--- src/rtl/axi_lsu_pkg.sv ---
// Shared types for the AXI-Lite load/store master.
// Access sizes, bus response codes and FSM states.
package axi_lsu_pkg;

  typedef enum logic [1:0] {
    SZ_BYTE = 2'd0,
    SZ_HALF = 2'd1,
    SZ_WORD = 2'd2
  } size_e;

  localparam logic [1:0] OKAY   = 2'b00;
  localparam logic [1:0] SLVERR = 2'b10;

  typedef enum logic [2:0] {
    S_IDLE,
    S_WR,
    S_WR_RESP,
    S_RD,
    S_RD_DATA,
    S_RSP
  } state_e;

endpackage

--- src/rtl/lsu_align.sv ---
// Byte-lane steering for stores and load extraction.
// Also flags misaligned or illegal-size accesses.
module lsu_align
  import axi_lsu_pkg::*;
(
  input  logic [1:0]  size,
  input  logic [1:0]  off,
  input  logic        uns,
  input  logic [31:0] wdata,
  input  logic [31:0] rdata,
  output logic [31:0] st_data,
  output logic [3:0]  st_strb,
  output logic [31:0] ld_data,
  output logic        bad
);

  logic [31:0] sh;

  // Lane replication, strobes, load shift and extension
  always_comb begin
    sh      = rdata >> {off, 3'b000};
    st_data = wdata;
    st_strb = 4'hF;
    ld_data = rdata;
    bad     = 1'b0;
    unique case (1'b1)
      (size == SZ_BYTE): begin
        st_data = {4{wdata[7:0]}};
        st_strb = 4'b0001 << off;
        ld_data = {{24{sh[7] & ~uns}}, sh[7:0]};
      end
      (size == SZ_HALF): begin
        st_data = {2{wdata[15:0]}};
        st_strb = 4'b0011 << off;
        ld_data = {{16{sh[15] & ~uns}}, sh[15:0]};
        bad     = off[0];
      end
      (size == SZ_WORD): begin
        bad = (off != 2'b00);
      end
      default: bad = 1'b1;
    endcase
  end

endmodule

--- src/rtl/axi_lsu_master.sv ---
// AXI4-Lite master for single core loads/stores.
// One transaction outstanding; all outputs registered.
module axi_lsu_master
  import axi_lsu_pkg::*;
#(
  parameter int AXI_AWIDTH = 32,
  parameter int AXI_DWIDTH = 32
) (
  input  logic                  AXI_ACLK,
  input  logic                  AXI_ARESETN,
  input  logic                  req_valid,
  output logic                  req_ready,
  input  logic                  req_write,
  input  logic [31:0]           req_addr,
  input  logic [31:0]           req_wdata,
  input  logic [1:0]            req_size,
  input  logic                  req_unsigned,
  output logic                  rsp_valid,
  output logic [31:0]           rsp_rdata,
  output logic                  rsp_err,
  output logic [AXI_AWIDTH-1:0] AXI_AWADDR,
  output logic                  AXI_AWVALID,
  input  logic                  AXI_AWREADY,
  output logic [AXI_DWIDTH-1:0] AXI_WDATA,
  output logic [3:0]            AXI_WSTRB,
  output logic                  AXI_WVALID,
  input  logic                  AXI_WREADY,
  input  logic [1:0]            AXI_BRESP,
  input  logic                  AXI_BVALID,
  output logic                  AXI_BREADY,
  output logic [AXI_AWIDTH-1:0] AXI_ARADDR,
  output logic                  AXI_ARVALID,
  input  logic                  AXI_ARREADY,
  input  logic [AXI_DWIDTH-1:0] AXI_RDATA,
  input  logic [1:0]            AXI_RRESP,
  input  logic                  AXI_RVALID,
  output logic                  AXI_RREADY
);

  if (AXI_DWIDTH != 32) begin : g_dw_check
    $error("axi_lsu_master: AXI_DWIDTH must be 32");
  end

  state_e      st;
  logic [1:0]  lat_size;
  logic [1:0]  lat_off;
  logic        lat_uns;
  logic        aw_done;
  logic        w_done;
  logic [1:0]  a_size;
  logic [1:0]  a_off;
  logic        a_uns;
  logic [31:0] st_data;
  logic [3:0]  st_strb;
  logic [31:0] ld_data;
  logic        bad;
  logic [31:0] wa;
  logic        aw_hs;
  logic        w_hs;
  logic        aw_fin;
  logic        w_fin;

  assign wa     = {req_addr[31:2], 2'b00};
  assign a_size = (st == S_IDLE) ? req_size : lat_size;
  assign a_off  = (st == S_IDLE) ? req_addr[1:0] : lat_off;
  assign a_uns  = (st == S_IDLE) ? req_unsigned : lat_uns;
  assign aw_hs  = AXI_AWVALID & AXI_AWREADY;
  assign w_hs   = AXI_WVALID & AXI_WREADY;
  assign aw_fin = aw_done | aw_hs;
  assign w_fin  = w_done | w_hs;

  lsu_align u_align (
    .size    (a_size),
    .off     (a_off),
    .uns     (a_uns),
    .wdata   (req_wdata),
    .rdata   (AXI_RDATA),
    .st_data (st_data),
    .st_strb (st_strb),
    .ld_data (ld_data),
    .bad     (bad)
  );

  // Transaction sequencing and every registered output
  always_ff @(posedge AXI_ACLK or negedge AXI_ARESETN) begin
    if (!AXI_ARESETN) begin
      st          <= S_IDLE;
      req_ready   <= 1'b1;
      rsp_valid   <= 1'b0;
      rsp_rdata   <= '0;
      rsp_err     <= 1'b0;
      AXI_AWADDR  <= '0;
      AXI_AWVALID <= 1'b0;
      AXI_WDATA   <= '0;
      AXI_WSTRB   <= '0;
      AXI_WVALID  <= 1'b0;
      AXI_BREADY  <= 1'b0;
      AXI_ARADDR  <= '0;
      AXI_ARVALID <= 1'b0;
      AXI_RREADY  <= 1'b0;
      aw_done     <= 1'b0;
      w_done      <= 1'b0;
      lat_size    <= '0;
      lat_off     <= '0;
      lat_uns     <= 1'b0;
    end else begin
      unique case (st)
        S_IDLE: if (req_valid) begin
          req_ready <= 1'b0;
          lat_size  <= req_size;
          lat_off   <= req_addr[1:0];
          lat_uns   <= req_unsigned;
          if (bad) begin
            st        <= S_RSP;
            rsp_valid <= 1'b1;
            rsp_err   <= 1'b1;
            rsp_rdata <= '0;
          end else if (req_write) begin
            st          <= S_WR;
            AXI_AWVALID <= 1'b1;
            AXI_WVALID  <= 1'b1;
            AXI_BREADY  <= 1'b1;
            AXI_AWADDR  <= wa[AXI_AWIDTH-1:0];
            AXI_WDATA   <= st_data;
            AXI_WSTRB   <= st_strb;
            aw_done     <= 1'b0;
            w_done      <= 1'b0;
          end else begin
            st          <= S_RD;
            AXI_ARVALID <= 1'b1;
            AXI_RREADY  <= 1'b1;
            AXI_ARADDR  <= wa[AXI_AWIDTH-1:0];
          end
        end
        S_WR: begin
          if (aw_hs) begin
            AXI_AWVALID <= 1'b0;
            aw_done     <= 1'b1;
          end
          if (w_hs) begin
            AXI_WVALID <= 1'b0;
            w_done     <= 1'b1;
          end
          if (aw_fin && w_fin) begin
            if (AXI_BVALID) begin
              st         <= S_RSP;
              AXI_BREADY <= 1'b0;
              rsp_valid  <= 1'b1;
              rsp_err    <= (AXI_BRESP != OKAY);
              rsp_rdata  <= '0;
            end else begin
              st <= S_WR_RESP;
            end
          end
        end
        S_WR_RESP: if (AXI_BVALID) begin
          st         <= S_RSP;
          AXI_BREADY <= 1'b0;
          rsp_valid  <= 1'b1;
          rsp_err    <= (AXI_BRESP != OKAY);
          rsp_rdata  <= '0;
        end
        S_RD: if (AXI_ARREADY) begin
          AXI_ARVALID <= 1'b0;
          if (AXI_RVALID) begin
            st         <= S_RSP;
            AXI_RREADY <= 1'b0;
            rsp_valid  <= 1'b1;
            rsp_err    <= (AXI_RRESP != OKAY);
            rsp_rdata  <= (AXI_RRESP != OKAY) ? '0 : ld_data;
          end else begin
            st <= S_RD_DATA;
          end
        end
        S_RD_DATA: if (AXI_RVALID) begin
          st         <= S_RSP;
          AXI_RREADY <= 1'b0;
          rsp_valid  <= 1'b1;
          rsp_err    <= (AXI_RRESP != OKAY);
          rsp_rdata  <= (AXI_RRESP != OKAY) ? '0 : ld_data;
        end
        S_RSP: begin
          st        <= S_IDLE;
          req_ready <= 1'b1;
          rsp_valid <= 1'b0;
          rsp_err   <= 1'b0;
          rsp_rdata <= '0;
        end
        default: st <= S_IDLE;
      endcase
    end
  end

endmodule

--- config.mk ---
export PLATFORM = sky130hd
export DESIGN_NAME = axi_lsu_master
export DESIGN_NICKNAME = d
export VERILOG_FILES = /design/src/rtl/axi_lsu_pkg.sv /design/src/rtl/lsu_align.sv /design/src/rtl/axi_lsu_master.sv
export SDC_FILE = /design/constraint.sdc
export NUM_CORES = 1
export LEC_CHECK = 0
export CORE_ASPECT_RATIO = 0.75
export CORE_MARGIN = 2
export CORE_UTILIZATION = 42
export CTS_CLUSTER_DIAMETER = 120
export DETAILED_ROUTE_END_ITERATION = 6
export PLACE_DENSITY = 0.76
export SYNTH_ARGS = -nofsm -noshare
export SYNTH_HDL_FRONTEND = slang
export SYNTH_HIERARCHICAL = 1
export SYNTH_SLANG_ARGS = --single-unit
--- constraint.sdc ---
create_clock -name AXI_ACLK -period 3.14 [get_ports AXI_ACLK]
set_input_delay 0.471 -clock AXI_ACLK [delete_from_list [all_inputs] [get_ports AXI_ACLK]]
set_output_delay 0.471 -clock AXI_ACLK [all_outputs]
set_load 0.01 [all_outputs]
==> results.toml <==
[run_status]
status = "finished clean"

[grt]
antenna_found_initial = 0
grt_max_degree = 76
grt_usage = 0.232
grt_pass1_wl_um = 33800
grt_overflow = 0
first_global_vias = 6521

[timing]
timing.hold.ws_ps = 474
drv_slew = 0
setup_violations = 0
fin_skew_ps = 8.02
relSlewSlack = 0.514
fin_crit_sh = 0.885
clock.fmax_mhz = 360
setup_ws_ps = 362
rsz0062_at_grt = "no"
worstMarginPinSlew_ps = 728
period_minus_slack_ps = 2780
final-hold-violation-count = 0
tns_ps = 0

[final_layout]
drive_gt1_frac = 0.117
area_delta_synth_final_pct = 42.4
nNetsFinal = 1130
post-route-cell-area_um2 = 10500
antennaDiodeCount = 0
layoutNonFillerInstCount = 1273

[synth]
synthDominantCellAreaShare = 0.490
yosysSeqAreaShare = 0.494
yosys_warnings = 6
synth.avg_cell_area_um2 = 9.35
yosys.area.top_type = "dfrtp_1"
synthCells = 792
synth_cell_types = 48
ys_ff_latch = 146
synth_flop_cell = "dfrtp_1"
synth_area_um2 = 7400
synth_enable_flop_cells = 0
ys_top_cells_by_area = "dfrtp_1 (49%), nand2_1 (15%), mux2_2 (8.5%), mux2i_1 (7.7%), inv_1 (1.9%)"
synth-async-reset-ratio = 1.00

[power]
irDropWorstVdd_mv = 0.474
power.leakage_nw = 4.88
power_density_nw_per_um2 = 992
pwr-share-clk = 0.200
p_seq_frac = 0.295
combPwrFrac = 0.505
p_switching_mw = 3.95
switching_share = 0.378
intPower_mw = 6.51

[critical_path]
start_kind = "flop"
reg2reg_slack_ps = 360
endpoint_kind = "flop"
reg2reg_depth = 9
cpMostUsedCell = "nor3_2"
crit_slowest_cell = "nor3_2"
r2r_end = "rsp_rdata[11]$_DFFE_PN0P_"
path_max_fanout = 15
cp_cell_sequence = "nor3_2 -> mux2_2 -> buf_4 -> inv_1 -> nor4_1 -> nor3_2 -> a21oi_1 -> nand2_1 -> mux2i_1"
arrival_ps = 3070
crit_required_ps = 3440
path_class = "reg -> reg"
r2r_start = "st[1]$_DFFE_PN0P_"
crit_path_max_incr_delay_ps = 490

[route]
viasPerCell = 4.94
dr.pass1.iters = 4
wl_per_cell_um = 16.6
antenna_left = 0
dr_total_vias = 6284
drcViolationCount = 0
drt-total-wl_um = 21200
drt_iter0_markers = 395

[clock_network]
cts_tree = "done"
cts_setup_buffers = 0
clock_latency_ps = 420
postCtsHoldBufs = 1
cts_resized = 0
clk_path_buf_depth = 2
clk_pin_slew_worst_paths_ps = 70
clkSinkCount = 146
htreeDepth = 4
cts_made_buffers = 17
clockRootBuffer = "clkbuf_16"

[floorplan]
core_area_um2 = 17400
ios = 252
start_util = 0.424
die_y_um = 119
rows = 42
fp.dieArea_um2 = 18700
die_w_um = 157

[place]
pre_cts_ws_ps = 346
place_hpwl_um = 14500
port-buffer-count = 247
dp_cells = 1240
placed_area_um2 = 9930
place_congestion = 0.822

[run]
cap_violations = 0

[hold_path]
hp-class = "reg -> reg"
holdPathStages = 2
min_from = "AXI_AWADDR[4]$_DFFE_PN0P_"
worstHoldEndpoint = "AXI_AWADDR[4]$_DFFE_PN0P_"
-- cells by family (layout without fill, tap and decap cells) --
logic type             Yosys count  in the layout  share of synthesized area
flip-flops                     146            146                      0.494
other                            1              4                   0.000506
buffers and inverters           99            335                     0.0760
AND/OR/NAND/NOR                353            353                      0.194
AO/OA/AOI/OAI                   77             77                     0.0688
XOR/XNOR                         1              1                    0.00118
multiplexers                   115            115                      0.166
-- power by group through the flow --
| stage | registers (mW) | logic [mW] | clock network (mW) |
|---|---|---|---|
| global route | 3.18 | 5.74 | 2.24 |
| floorplan | 3.40 | 2.88 | 0 |
| CTS | 3.09 | 5.31 | 2.14 |
| finish | 3.08 | 5.28 | 2.10 |
| global placement | 3.07 | 5.21 | 0 |
| detailed placement | 3.10 | 5.27 | 0 |
-- critical path: cells and delay by family (launching register included) --
kind	cells	cell delay, ps
buffers and inverters	2	520
muxes	2	460
DFF	1	390
and+or+nand+nor	4	1120
AOI/OAI and AO/OA	1	150
-- metrics by stage --
stage	utilization	total power, mW
global route	0.604	11.2
floorplan	-	6.28
CTS	0.604	10.5
detailed placement	0.569	8.37
global placement	0.569	8.27
finish	0.604	10.5
-- cell usage in the layout, fill, tap and decap left out, types with 3 or more instances in the layout --
| cell | count |
|---|---|
| a21oi_1 | 26 |
| a31oi_1 | 4 |
| buf_4 | 16 |
| clkbuf_16 | 17 |
| clkdlybuf4s50_1 | 246 |
| clkinvlp_4 | 3 |
| conb_1 | 4 |
| dfrtp_1 | 145 |
| inv_1 | 37 |
| inv_6 | 6 |
| inv_8 | 3 |
| mux2_2 | 56 |
| mux2i_1 | 57 |
| nand2_1 | 294 |
| nand2b_1 | 4 |
| nand3_1 | 4 |
| nor2_1 | 21 |
| nor2b_1 | 11 |
| nor3_1 | 4 |
| nor4_1 | 3 |
| o21a_1 | 3 |
| o21ai_0 | 22 |
| o2bb2ai_1 | 7 |
-- registers in the layout, summed over array words and instances (netlist names) --
register and flops:
AXI_WDATA 32, rsp_rdata 32, AXI_ARADDR 30, AXI_AWADDR 30, AXI_WSTRB 4, st 3
lat_off 2, lat_size 2, AXI_ARVALID 1, AXI_AWVALID 1, AXI_BREADY 1, AXI_RREADY 1
AXI_WVALID 1, aw_done 1, lat_uns 1, req_ready 1, rsp_err 1, rsp_valid 1
w_done 1
-- how the worst max path moves through the flow --
stage / from / to / cells after the start
final: st[1]$_DFFE_PN0P_ / rsp_rdata[11]$_DFFE_PN0P_ / 9
after global routing: st[1]$_DFFE_PN0P_ / rsp_rdata[23]$_DFFE_PN0P_ / 9
after CTS: st[1]$_DFFE_PN0P_ / rsp_rdata[28]$_DFFE_PN0P_ / 9
after detailed placement: req_addr[0] / rsp_rdata[28]$_DFFE_PN0P_ / 9
after global placement: req_addr[0] / rsp_rdata[16]$_DFFE_PN0P_ / 9
after floorplan: st[1]$_DFFE_PN0P_ / rsp_err$_DFFE_PN0P_ / 13
-- synth_stat cells, drive strengths merged, types with 2 or more instances --
cell type and instances:
nor2 22, dfrtp 145, o2bb2ai 8, nor4 3, buf 48, o41ai 2
o21ai 22, nand2 296, nand3b 2, mux2 57, a21oi 26, o21a 3
o21bai 3, mux2i 58, nor2b 12, a31oi 4, nor3 7, inv 37
nand2b 4, nand3 4, o22a 2, clkbuf 14, a22oi 2
-- per-layer routing --
layer	up-vias	wire (µm)	GRT usage
met4	0	270	0.0619
met1	3004	9190	0.305
met3	18	2150	0.0935
met5	-	0	0
li1	3007	-	-
met2	255	9550	0.355
-- area by class of cell --
type	count	area (µm²)
inverter	37	139
fill	1546	6900
sequential	146	3650
clock inverter	14	169
tap	242	303
multi-input combinational	550	3200
timing repair buffer	266	2640
clock buffer	18	429
Note: power is estimated with default switching activity, not from simulation.
==> edit, RTL diff (config.mk and constraints unchanged) <==
Put one more register stage on the output `rsp_err`, with the module's reset. The value now appears one clock later. The other outputs are not delayed to match.
--- a/src/rtl/axi_lsu_master.sv
+++ b/src/rtl/axi_lsu_master.sv
@@ -37,6 +37,8 @@
   output logic                  AXI_RREADY
 );
 
+  logic rsp_err_s0;
+
   if (AXI_DWIDTH != 32) begin : g_dw_check
     $error("axi_lsu_master: AXI_DWIDTH must be 32");
   end
@@ -88,7 +90,7 @@
       req_ready   <= 1'b1;
       rsp_valid   <= 1'b0;
       rsp_rdata   <= '0;
-      rsp_err     <= 1'b0;
+      rsp_err_s0  <= 1'b0;
       AXI_AWADDR  <= '0;
       AXI_AWVALID <= 1'b0;
       AXI_WDATA   <= '0;
@@ -113,7 +115,7 @@
           if (bad) begin
             st        <= S_RSP;
             rsp_valid <= 1'b1;
-            rsp_err   <= 1'b1;
+            rsp_err_s0 <= 1'b1;
             rsp_rdata <= '0;
           end else if (req_write) begin
             st          <= S_WR;
@@ -146,7 +148,7 @@
               st         <= S_RSP;
               AXI_BREADY <= 1'b0;
               rsp_valid  <= 1'b1;
-              rsp_err    <= (AXI_BRESP != OKAY);
+              rsp_err_s0 <= (AXI_BRESP != OKAY);
               rsp_rdata  <= '0;
             end else begin
               st <= S_WR_RESP;
@@ -157,7 +159,7 @@
           st         <= S_RSP;
           AXI_BREADY <= 1'b0;
           rsp_valid  <= 1'b1;
-          rsp_err    <= (AXI_BRESP != OKAY);
+          rsp_err_s0 <= (AXI_BRESP != OKAY);
           rsp_rdata  <= '0;
         end
         S_RD: if (AXI_ARREADY) begin
@@ -166,7 +168,7 @@
             st         <= S_RSP;
             AXI_RREADY <= 1'b0;
             rsp_valid  <= 1'b1;
-            rsp_err    <= (AXI_RRESP != OKAY);
+            rsp_err_s0 <= (AXI_RRESP != OKAY);
             rsp_rdata  <= (AXI_RRESP != OKAY) ? '0 : ld_data;
           end else begin
             st <= S_RD_DATA;
@@ -176,14 +178,14 @@
           st         <= S_RSP;
           AXI_RREADY <= 1'b0;
           rsp_valid  <= 1'b1;
-          rsp_err    <= (AXI_RRESP != OKAY);
+          rsp_err_s0 <= (AXI_RRESP != OKAY);
           rsp_rdata  <= (AXI_RRESP != OKAY) ? '0 : ld_data;
         end
         S_RSP: begin
           st        <= S_IDLE;
           req_ready <= 1'b1;
           rsp_valid <= 1'b0;
-          rsp_err   <= 1'b0;
+          rsp_err_s0 <= 1'b0;
           rsp_rdata <= '0;
         end
         default: st <= S_IDLE;
@@ -191,5 +193,13 @@
     end
   end
 
+  always_ff @(posedge AXI_ACLK or negedge AXI_ARESETN) begin
+    if (!AXI_ARESETN) begin
+      rsp_err <= '0;
+    end else begin
+      rsp_err <= rsp_err_s0;
+    end
+  end
+
 endmodule
 
Function: changed (a bounded check fails within 4 cycles, from zero or initial values and one cycle with AXI_ARESETN low).
==> edit against the original RTL <==
- utilization is 0.49 points higher
- synthesized area is 0.88% higher
- global-route usage is 2.2 points lower
- sequential cell count is 1 higher
- worst setup slack worse by 0.041 ns
- sequential share of layout area is 0.25 points lower
- total power is 4.3% higher
- synthesized cell count is 16% lower
- highest routed layer is now met5
- routed wire length is 6.1% lower
- cell area is 1.4% higher
==> edit: results (changes against the original RTL) <==
- Gr usage total: 20.9% (-2.2 points)
- Seq/Total Area, Yosys: 49.3% (-0.095 points)
- Status: complete, no violations
- Cells after DPL: 1117 (-9.9%)
- Post-place setup slack: 0.132 ns (-0.214 ns)
- Vias in the first global route: 5936 (-9.0%)
- Sequential share of power: 28.2% (-1.3 points)
- Critical path's top delay family: compound AO/OA/AOI/OAI gates
- Layout Nets: 1006 (-11%)
- Final GP Congestion: 0.902 (+9.8%)
- First-pass DRT Iterations: 6 (+2)
- P_int: 0.00699 W (+7.4%)
- Hold WC Path Type: input port to async pin
- Fin Hold WS: 0.0614 ns (-0.413 ns)
- Initial DRC Count: 409 (+3.5%)
- Synth top cells by count: dfrtp_1, mux2_2, nand2_1
- Number of library cell types mapped by synthesis: 50 (+4.2%)
- CTS Hold Buffers Added: 0 (-1)
- Wire length per cell: 17.3 um (+3.9%)
- Area after DPL: 10100 um^2 (+1.2%)
- Max VDD drop: 0.559 mV (+18%)
- Initial antenna violation count: 2 (+2)
- Crit-path max cell delay: 0.93 ns (+0.44 ns)
- Final Skew: 0.0126 ns (+0.00458 ns)
- Via Count: 5774 (-8.1%)
- Layout cells sized above 1: 20.4% (+8.7 points)
- First-pass GRT wire length: 30.9 mm (-8.6%)
- CP Max Fanout: 34 (+19)
edit: cell types whose count changed in the layout (fill, tap and decap cells not counted), sizes merged, moves of 2 or more:
cell and delta:
a21boi +2, buf -2, mux2 +65, mux2i +3, nand2 -202, nand2b -2, nand3b +3, nor3b +2
o22ai +3, o41ai -2, or3 +2
edit: final cells by class:
type	count	area, um^2	area share, %
inverter	38	143	1.33
tap	242	303	2.83
antenna	1	2.50	0.0234
timing repair buffer	263	2630	24.6
sequential	147	3680	34.4
clock inverter	15	211	1.98
multi-input combinational	427	3300	30.8
clock buffer	17	425	3.98
edit: worst paths after layout:
| path | start | endpoint | depth (start not counted) |
|---|---|---|---|
| min reg2reg | rsp_err_s0$_DFFE_PN0P_ | rsp_err$_DFF_PN0_ | 0 |
| min | AXI_ARESETN | AXI_WDATA[6]$_DFFE_PN0P_ | 1 |
| max reg2reg | st[1]$_DFFE_PN0P_ | rsp_rdata[24]$_DFFE_PN0P_ | 8 |
| min in group AXI_ACLK | rsp_err_s0$_DFFE_PN0P_ | rsp_err$_DFF_PN0_ | 0 |
| max in group asynchronous | AXI_ARESETN | AXI_ARADDR[25]$_DFFE_PN0P_ | 2 |
| max | st[1]$_DFFE_PN0P_ | rsp_rdata[24]$_DFFE_PN0P_ | 8 |
edit: cell families (layout without fill, tap and decap cells):
group           count (synthesis)  in the layout  share of synthesized area [%]
other cells                     1              5                         0.0502
buf+inv                        93            333                           6.95
compound gates                 83             83                           7.19
simple gates                  157            157                           9.93
flops                         147            147                           49.3
mux                           183            183                           26.6
edit: routing by layer:
| metal | wire, um | track usage, % |
|---|---|---|
| met1 | 8640 | 27.5 |
| met2 | 9000 | 32.1 |
| met3 | 2000 | 8.63 |
| met4 | 218 | 5.35 |
| met5 | 9 | 0 |
